**config.mk**
```make
export PLATFORM = sky130hd
export DESIGN_NAME = mat_stream_loader
export DESIGN_NICKNAME = d
export VERILOG_FILES = /design/src/rtl/mat_pkg.sv /design/src/rtl/mat_shift_reg.sv /design/src/rtl/mat_stream_loader.sv
export SDC_FILE = /design/constraint.sdc
export NUM_CORES = 1
export LEC_CHECK = 0
export BUFFER_PORTS_ARGS = -buffer_cell sky130_fd_sc_hd__clkbuf_2
export CAP_MARGIN = 20
export CORE_ASPECT_RATIO = 0.8
export CORE_MARGIN = 4
export CORE_UTILIZATION = 55
export CTS_BUF_LIST = sky130_fd_sc_hd__clkbuf_4 sky130_fd_sc_hd__clkbuf_8 sky130_fd_sc_hd__clkbuf_16
export DETAILED_ROUTE_END_ITERATION = 8
export GPL_TIMING_DRIVEN = 0
export PLACE_DENSITY = 0.77
export SLEW_MARGIN = 0
export SYNTH_ARGS = -nofsm -noshare
export SYNTH_HDL_FRONTEND = slang
export SYNTH_SLANG_ARGS = --single-unit
```
**constraint.sdc**
```tcl
create_clock -name clk -period 12.3 [get_ports clk]
set_clock_uncertainty 0.2 [all_clocks]
set_input_delay 1.23 -clock clk [delete_from_list [all_inputs] [get_ports clk]]
set_output_delay 1.23 -clock clk [all_outputs]
set_load 0.1 [all_outputs]
```
**src/rtl/mat_pkg.sv**
```systemverilog
// Shared types and sizing for the mat_mult operand loader.
// One frame carries matrix A then matrix B, row-major, one element per transfer.
package mat_pkg;
    localparam int ELEM_W    = 8;
    localparam int N         = 3;
    localparam int MAT_W     = N * N * ELEM_W;
    localparam int FRAME_LEN = 2 * N * N;
    localparam int CNT_W     = $clog2(N * N);

    typedef logic [MAT_W-1:0] mat_t;

    typedef enum logic [1:0] {
        LOAD_A,
        LOAD_B,
        WAIT
    } ld_state_t;
endpackage

```
**src/rtl/mat_shift_reg.sv**
```systemverilog
// Matrix assembly register: each enabled cycle shifts one element in at the LSBs,
// so the first element ends up at the MSBs once N*N elements have arrived.
module mat_shift_reg
    import mat_pkg::*;
(
    input  logic              clk,
    input  logic              rst,
    input  logic              clr,
    input  logic              en,
    input  logic [ELEM_W-1:0] din,
    output mat_t              q
);

    always_ff @(posedge clk or posedge rst) begin
        if (rst) begin
            q <= '0;
        end else if (clr) begin
            q <= '0;
        end else if (en) begin
            q <= {q[MAT_W-ELEM_W-1:0], din};
        end
    end

endmodule

```
**src/rtl/mat_stream_loader.sv**
```systemverilog
// Byte-stream to operand-pair loader for mat_mult, with a registered output stage
// so the next frame can assemble while the current pair waits for the consumer.
module mat_stream_loader
    import mat_pkg::*;
(
    input  logic              clk,
    input  logic              rst,
    input  logic [ELEM_W-1:0] in_data,
    input  logic              in_valid,
    input  logic              in_last,
    output logic              in_ready,
    output mat_t              out_A,
    output mat_t              out_B,
    output logic              out_valid,
    input  logic              out_ready,
    output logic              frame_err,
    output ld_state_t         ld_state
);

    // Handshake: a transfer happens on a rising edge where valid && ready are both
    // high; the producer holds data stable until then, ready never depends on valid.

    ld_state_t        state_q;
    logic [CNT_W-1:0] elem_cnt;
    mat_t             asm_a;
    mat_t             asm_b;
    logic             accept;
    logic             at_end;
    logic             bad;
    logic             shift_a;
    logic             shift_b;

    assign ld_state = state_q;
    assign accept   = in_valid && in_ready;
    assign at_end   = (elem_cnt == CNT_W'(N * N - 1));

    // in_last is only legal on the final B element, and required there.
    assign bad = accept &&
                 (((state_q == LOAD_A) && in_last) ||
                  ((state_q == LOAD_B) && (in_last != at_end)));

    assign shift_a = accept && (state_q == LOAD_A) && !bad;
    assign shift_b = accept && (state_q == LOAD_B) && !bad;

    mat_shift_reg u_asm_a (
        .clk (clk),
        .rst (rst),
        .clr (bad),
        .en  (shift_a),
        .din (in_data),
        .q   (asm_a)
    );

    mat_shift_reg u_asm_b (
        .clk (clk),
        .rst (rst),
        .clr (bad),
        .en  (shift_b),
        .din (in_data),
        .q   (asm_b)
    );

    always_ff @(posedge clk or posedge rst) begin
        if (rst) begin
            state_q   <= LOAD_A;
            elem_cnt  <= '0;
            in_ready  <= 1'b1;
            out_A     <= '0;
            out_B     <= '0;
            out_valid <= 1'b0;
            frame_err <= 1'b0;
        end else begin
            frame_err <= bad;
            if (out_valid && out_ready) begin
                out_valid <= 1'b0;
            end
            case (state_q)
                LOAD_A: begin
                    if (bad) begin
                        elem_cnt <= '0;
                    end else if (accept) begin
                        if (at_end) begin
                            state_q  <= LOAD_B;
                            elem_cnt <= '0;
                        end else begin
                            elem_cnt <= elem_cnt + 1'b1;
                        end
                    end
                end
                LOAD_B: begin
                    if (bad) begin
                        state_q  <= LOAD_A;
                        elem_cnt <= '0;
                    end else if (accept) begin
                        if (at_end) begin
                            state_q  <= WAIT;
                            in_ready <= 1'b0;
                            elem_cnt <= '0;
                        end else begin
                            elem_cnt <= elem_cnt + 1'b1;
                        end
                    end
                end
                WAIT: begin
                    // Overrides the consume-clear above when a new pair replaces the old one.
                    if (!out_valid || out_ready) begin
                        out_A     <= asm_a;
                        out_B     <= asm_b;
                        out_valid <= 1'b1;
                        state_q   <= LOAD_A;
                        in_ready  <= 1'b1;
                        elem_cnt  <= '0;
                    end
                end
                default: begin
                    state_q  <= LOAD_A;
                    in_ready <= 1'b1;
                    elem_cnt <= '0;
                end
            endcase
        end
    end

endmodule

```
-- Yosys cells after proc, flatten, opt, wreduce, memory -nomap -nowiden
Index checks and enable logic that the tools add are counted.
- add/subtract/negate cells: 1
- multiply operators: 0
- div/mod/pow operators: 0
- magnitude comparators: 0
- equality and inequality tests: 14
- shift-type cells: 0
- mux-type cells: 25
- bitwise logic cells: 1
- reduce and logical (&&, ||, !) cells: 21
- operators with widths (kind ; number):
    $mux W72 ; 4
    $mux W4 ; 4
    $mux W2 ; 7
    $ne A2 B2 Y1 const B ; 7
    $logic_and A1 B1 Y1 ; 9
    $pmux W4 S2 ; 1
    $mux W1 ; 7
    $ne A3 B3 Y1 const B ; 2
    $pmux W2 S3 ; 1
    $reduce_and A6 Y1 ; 1
    $reduce_and A5 Y1 ; 1
    $add A4 B1 Y4 const B ; 1
    $eq A4 B4 Y1 const B ; 1
    $reduce_and A2 Y1 ; 2
    $reduce_bool A2 Y1 ; 2
    $ne A3 B1 Y1 const B ; 1
    $pmux W1 S3 ; 1
    $eq A2 B1 Y1 const B ; 1
    $eq A2 B2 Y1 const B ; 1
    $logic_not A1 Y1 ; 2
    $logic_not A2 Y1 ; 1
    $logic_or A1 B1 Y1 ; 2
    $reduce_or A2 Y1 ; 1
    $ne A1 B1 Y1 ; 1
    $not A1 Y1 ; 1
- register bits after elaboration: 297
- bits in latches: 0
- RAM bits: 0
- memory bits (read-only): 0
- output and inout bits: 149
- memories: 0

-- Depth between registers and ports, before layout
- word-level depth: 9
- depth in mapped cells: 9
- depth with buffers taken out: 6

-- Modules after synthesis
From an unflattened synthesis, not the netlist that was laid out.
- cell total of the unflattened synthesis: 826
- area, all modules: 12039.0 um^2
- by module, submodules not included (module ; instances ; cells an instance ; area an instance (um^2)):
    mat_stream_loader ; 1 ; 360 ; 6150.9
    mat_shift_reg ; 2 ; 233 ; 2944.1

-- Worst setup path after synthesis
No wires, ideal clock.
- path type: input port to flip-flop
- from: in out_ready
- to: reg out_B[40]
- setup time: 128 ps
- data arrival time: 2290 ps
- required time: 11972 ps
- slack: 9682 ps
- cell stages on the path: 6
- path buffers: 3
- path through: nand2b_1 nor2b_1 buf_2 buf_6 buf_6 mux2_1
- word-level cells in the longest chain between the ends: 2
- RTL lines (item ; line ; source):
    from (decl) ; mat_stream_loader.sv:15 ; input logic out_ready,
    $logic_or A1 B1 Y1 ; mat_stream_loader.sv:106 ; if (!out_valid || out_ready) begin
    $reduce_and A2 Y1 (no source line) ; n/a ;
    to (signal assigned) ; mat_stream_loader.sv:108 ; out_B <= asm_b;
    to (decl) ; mat_stream_loader.sv:13 ; output mat_t out_B,
Every way passes these cells.
A chain may end at the register's enable or synchronous reset.

-- Final worst setup path
- from: reg in_ready
- to: out in_ready
- RTL lines (item ; line ; source):
    from (decl) ; mat_stream_loader.sv:11 ; output logic in_ready,
    from (signal assigned) ; mat_stream_loader.sv:67 ; in_ready <= 1'b1;
    from (signal assigned) ; mat_stream_loader.sv:97 ; in_ready <= 1'b0;
    from (signal assigned) ; mat_stream_loader.sv:111 ; in_ready <= 1'b1;
No word-level cell between the ends.

==> impl_metrics.csv <==
group,metric,value,unit
routing,drt_iter0_drc,469,
routing,ant_nets,0,
floorplanning,ios,162,
place,placed_area,12500,um^2
worst_setup_path,r2r_slack,10.13,ns
routing,post_drt_wl_per_cell,18.3,um
global_routing,grt_max_degree,118,
sta,setup_viol,0,
worst_setup_path,crit_path_max_incr_delay,0.60,ns
clocking,cts_tree,"built",
clocking,cts.repair.resized,0,
clocking,cts_buffers,28,
synthesis,synth_cell_types,34,
floorplanning,row_count,46,
pwr,internal_power,0.00154,W
global_routing,track_usage,20.9,%
run,drv_cap,0,
synthesis,async_flop_share,100,%
worst_setup_path,cp.required,10.87,ns
cells_and_area,drive_gt1_share,36.5,%
routing,vias_per_cell,5.53,
sta,period_minus_slack,3.03,ns
worst_setup_path,crit_arrival,1.60,ns
cells_and_area,area_growth_syn_to_layout,19.5,%
worst_setup_path,worst-path-buf-inv,1,
synthesis,synth_top_flop_cell,"dfrtp_1",
synthesis,ys_ff_latch,297,
place,gp_congestion,0.805,
outcome,status,"completed",
synthesis,synth_edf_count,0,
floorplanning,core-area,20000,um^2
clocking,htreeDepth,1,
clocking,clock-sinks,297,
clocking,cts_root_buffer,"clkbuf_16",
sta,tightestPinTransition,0.705,ns
clocking,hold_buffers,0,
global_routing,grt_util_met2,30.5,%
pwr,power_frac_clock,47.7,%
clocking,cts_setup_buffers,0,
pwr,power_frac_comb,1.5,%
routing,first_pass_iters,5,
floorplanning,die_w,168,um
routing,vias,7223,
global_routing,grt_pass1_vias,7132,
worst_setup_path,cp-start-kind,"register",
cells_and_area,diodes,0,
synthesis,post-synth-top-area-cell,"dfrtp_1",
synthesis,ys_seq_area_share,65.8,%
synthesis,synth_top_area_share,65.6,%
worst_setup_path,critical_path.top_delay_family,"flip-flops",
global_routing,global_route.peak_usage_layer,"met1",
sta,maxSlewViolCount,0,
synthesis,synthesis.area,11300,um^2
clocking,clk-insertion-delay-late,0.52,ns
floorplanning,die-height,136,um
cells_and_area,stdcell_area,13500,um^2
global_routing,met1_usage,33.1,%
pwr,p_per_area,143,nW/um^2
worst_setup_path,crit_slowest_cell,"dfstp_2",
sta,hold_violations,0,
synthesis,synth_warnings,0,
sta,whs,0.281,ns
worst_setup_path,worstPathMaxFanout,8,
synthesis,syn_inst,830,
synthesis,synth_area_leaders,"dfrtp_1 66%, mux2_2 11%, a22o_1 5.6%",
global_routing,use_met3,3.69,%
place,hpwl,16200,um
cells_and_area,nFillCells,1463,
cells_and_area,nNetsFinal,1037,
worst_setup_path,worst-setup-path-type,"reg -> out",
routing,drc,0,
sta,rsz0062_at_grt,"false",
pwr,total_power,0.00192,W
sta,max_freq,0.330,GHz
synthesis,synth_top_cells_by_count,"296 x dfrtp_1, 150 x nand2_1, 115 x mux2_2",
clocking,path_clk_slew,0.06,ns
place,port_buffers,160,
pwr,p_leak,6.96,nW
pwr,p_sw,0.000385,W
sta,post-route-period-util,24.6,%
synthesis,syn_nets,845,
routing,wl,23900,um
pwr,ir_drop,0.000101,V
worst_setup_path,cp-end-kind,"primary output",
synthesis,avgSynthCellArea,13.6,um^2
floorplanning,floorplan.initialDensity,56.4,%
worst_setup_path,crit_chain,"clkbuf_2",
sta,slew_headroom,53.0,%
floorplanning,die_area,22900,um^2
global_routing,grt_overflow,0,
global_routing,grt_pass1_wl,38800,um
clocking,cts_buffer_depth,3,
hold_path,hold_class,"reg -> reg",
synthesis,post-synth-top-count-cell,"dfrtp_1",
pwr,switching_share,20.0,%
global_routing,antenna_found_initial,1,
pwr,p_seq_share,50.8,%
## path summary, 6_finish.rpt
kind	startpoint	end	cells past startpoint
setup / recovery	in_ready$_DFFE_PP1P_	in_ready	1
hold / removal	u_asm_b.q[69]$_DFFE_PP0P_	u_asm_b.q[69]$_DFFE_PP0P_	2
hold reg to reg	u_asm_b.q[69]$_DFFE_PP0P_	u_asm_b.q[69]$_DFFE_PP0P_	2
max in group asynchronous	rst	out_A[29]$_DFFE_PP0P_	3
min in group asynchronous	rst	out_B[66]$_DFFE_PP0P_	2
setup reg to reg	elem_cnt[0]$_DFFE_PP0P_	u_asm_b.q[5]$_DFFE_PP0P_	8
## per-stage QoR
step | worst slack (ns) | util [%] | instances | setup TNS (ns)
2_1_floorplan | 2.67 | - | 830 | 0
3_3_place_gp | -0.297 | 62.0 | 1254 | -81.48
3_5_place_dp | 9.33 | 62.4 | 1256 | 0
4_1_cts | 9.25 | 67.4 | 1307 | 0
5_1_grt | 9.24 | 67.4 | 1307 | 0
6_report | 9.27 | 67.4 | 1307 | 0
## cell type report
| type | count | area, um^2 | share of cell area (%) |
|---|---|---|---|
| sequential | 297 | 7430 | 55.1 |
| buffer | 57 | 417 | 3.09 |
| clock buffer | 37 | 830 | 6.15 |
| tap | 264 | 330 | 2.45 |
| multi-input combinational | 473 | 3430 | 25.4 |
| inverter | 3 | 18.8 | 0.139 |
| timing repair buffer | 162 | 856 | 6.34 |
| clock inverter | 14 | 176 | 1.31 |
## power by group through the flow
stage / sequential [W] / combinational (W) / clock (W)
after floorplan: 0.000995 / 0.0000190 / 0
after global placement: 0.000996 / 0.0000281 / 0
after detailed placement: 0.000995 / 0.0000308 / 0
after CTS: 0.000977 / 0.0000309 / 0.000931
after global routing: 0.000976 / 0.0000345 / 0.000973
final: 0.000977 / 0.0000294 / 0.000917
## sequential cells by signal (all words and copies together), names as in the netlist
signal / count
in_ready: 1
out_A: 72
out_B: 72
frame_err: 1
ld_state: 2
elem_cnt: 4
out_valid: 1
u_asm_a.q: 72
u_asm_b.q: 72
## per-layer routing
metal / up-vias / part of all wire, %
met5: - / 0.054
met4: 2 / 1.9
met3: 38 / 5.5
met2: 201 / 44
met1: 3690 / 48
li1: 3292 / -
## logic make-up after synthesis
| logic type | Yosys count | synth area share, % |
|---|---|---|
| muxes | 144 | 14.4 |
| AOI/OAI and AO/OA | 158 | 9.56 |
| and+or+nand+nor | 166 | 6.04 |
| xor gates and xnor gates | 3 | 0.233 |
| DFF | 297 | 65.8 |
| adders and majority gates | 2 | 0.221 |
| buffers and inverters | 60 | 3.79 |
## placed cells by master, fill, tap and decap left out, drive strengths merged
cell	count
nand3	1
inv	3
a32o	1
xnor2	1
a21oi	1
o31ai	1
o211ai	1
nor2b	1
o21ai	80
nand4b	1
ha	2
dfstp	1
dfrtp	296
or3	1
nand2b	3
a22o	72
xor2	2
buf	50
nand2	150
mux2	144
nand4	2
a21o	2
clkinvlp	1
nor2	2
bufinv	4
nand3b	1
clkinv	9
nor3	2
clkbuf	206
and3b	2
(Power assumes the default switching activity.)
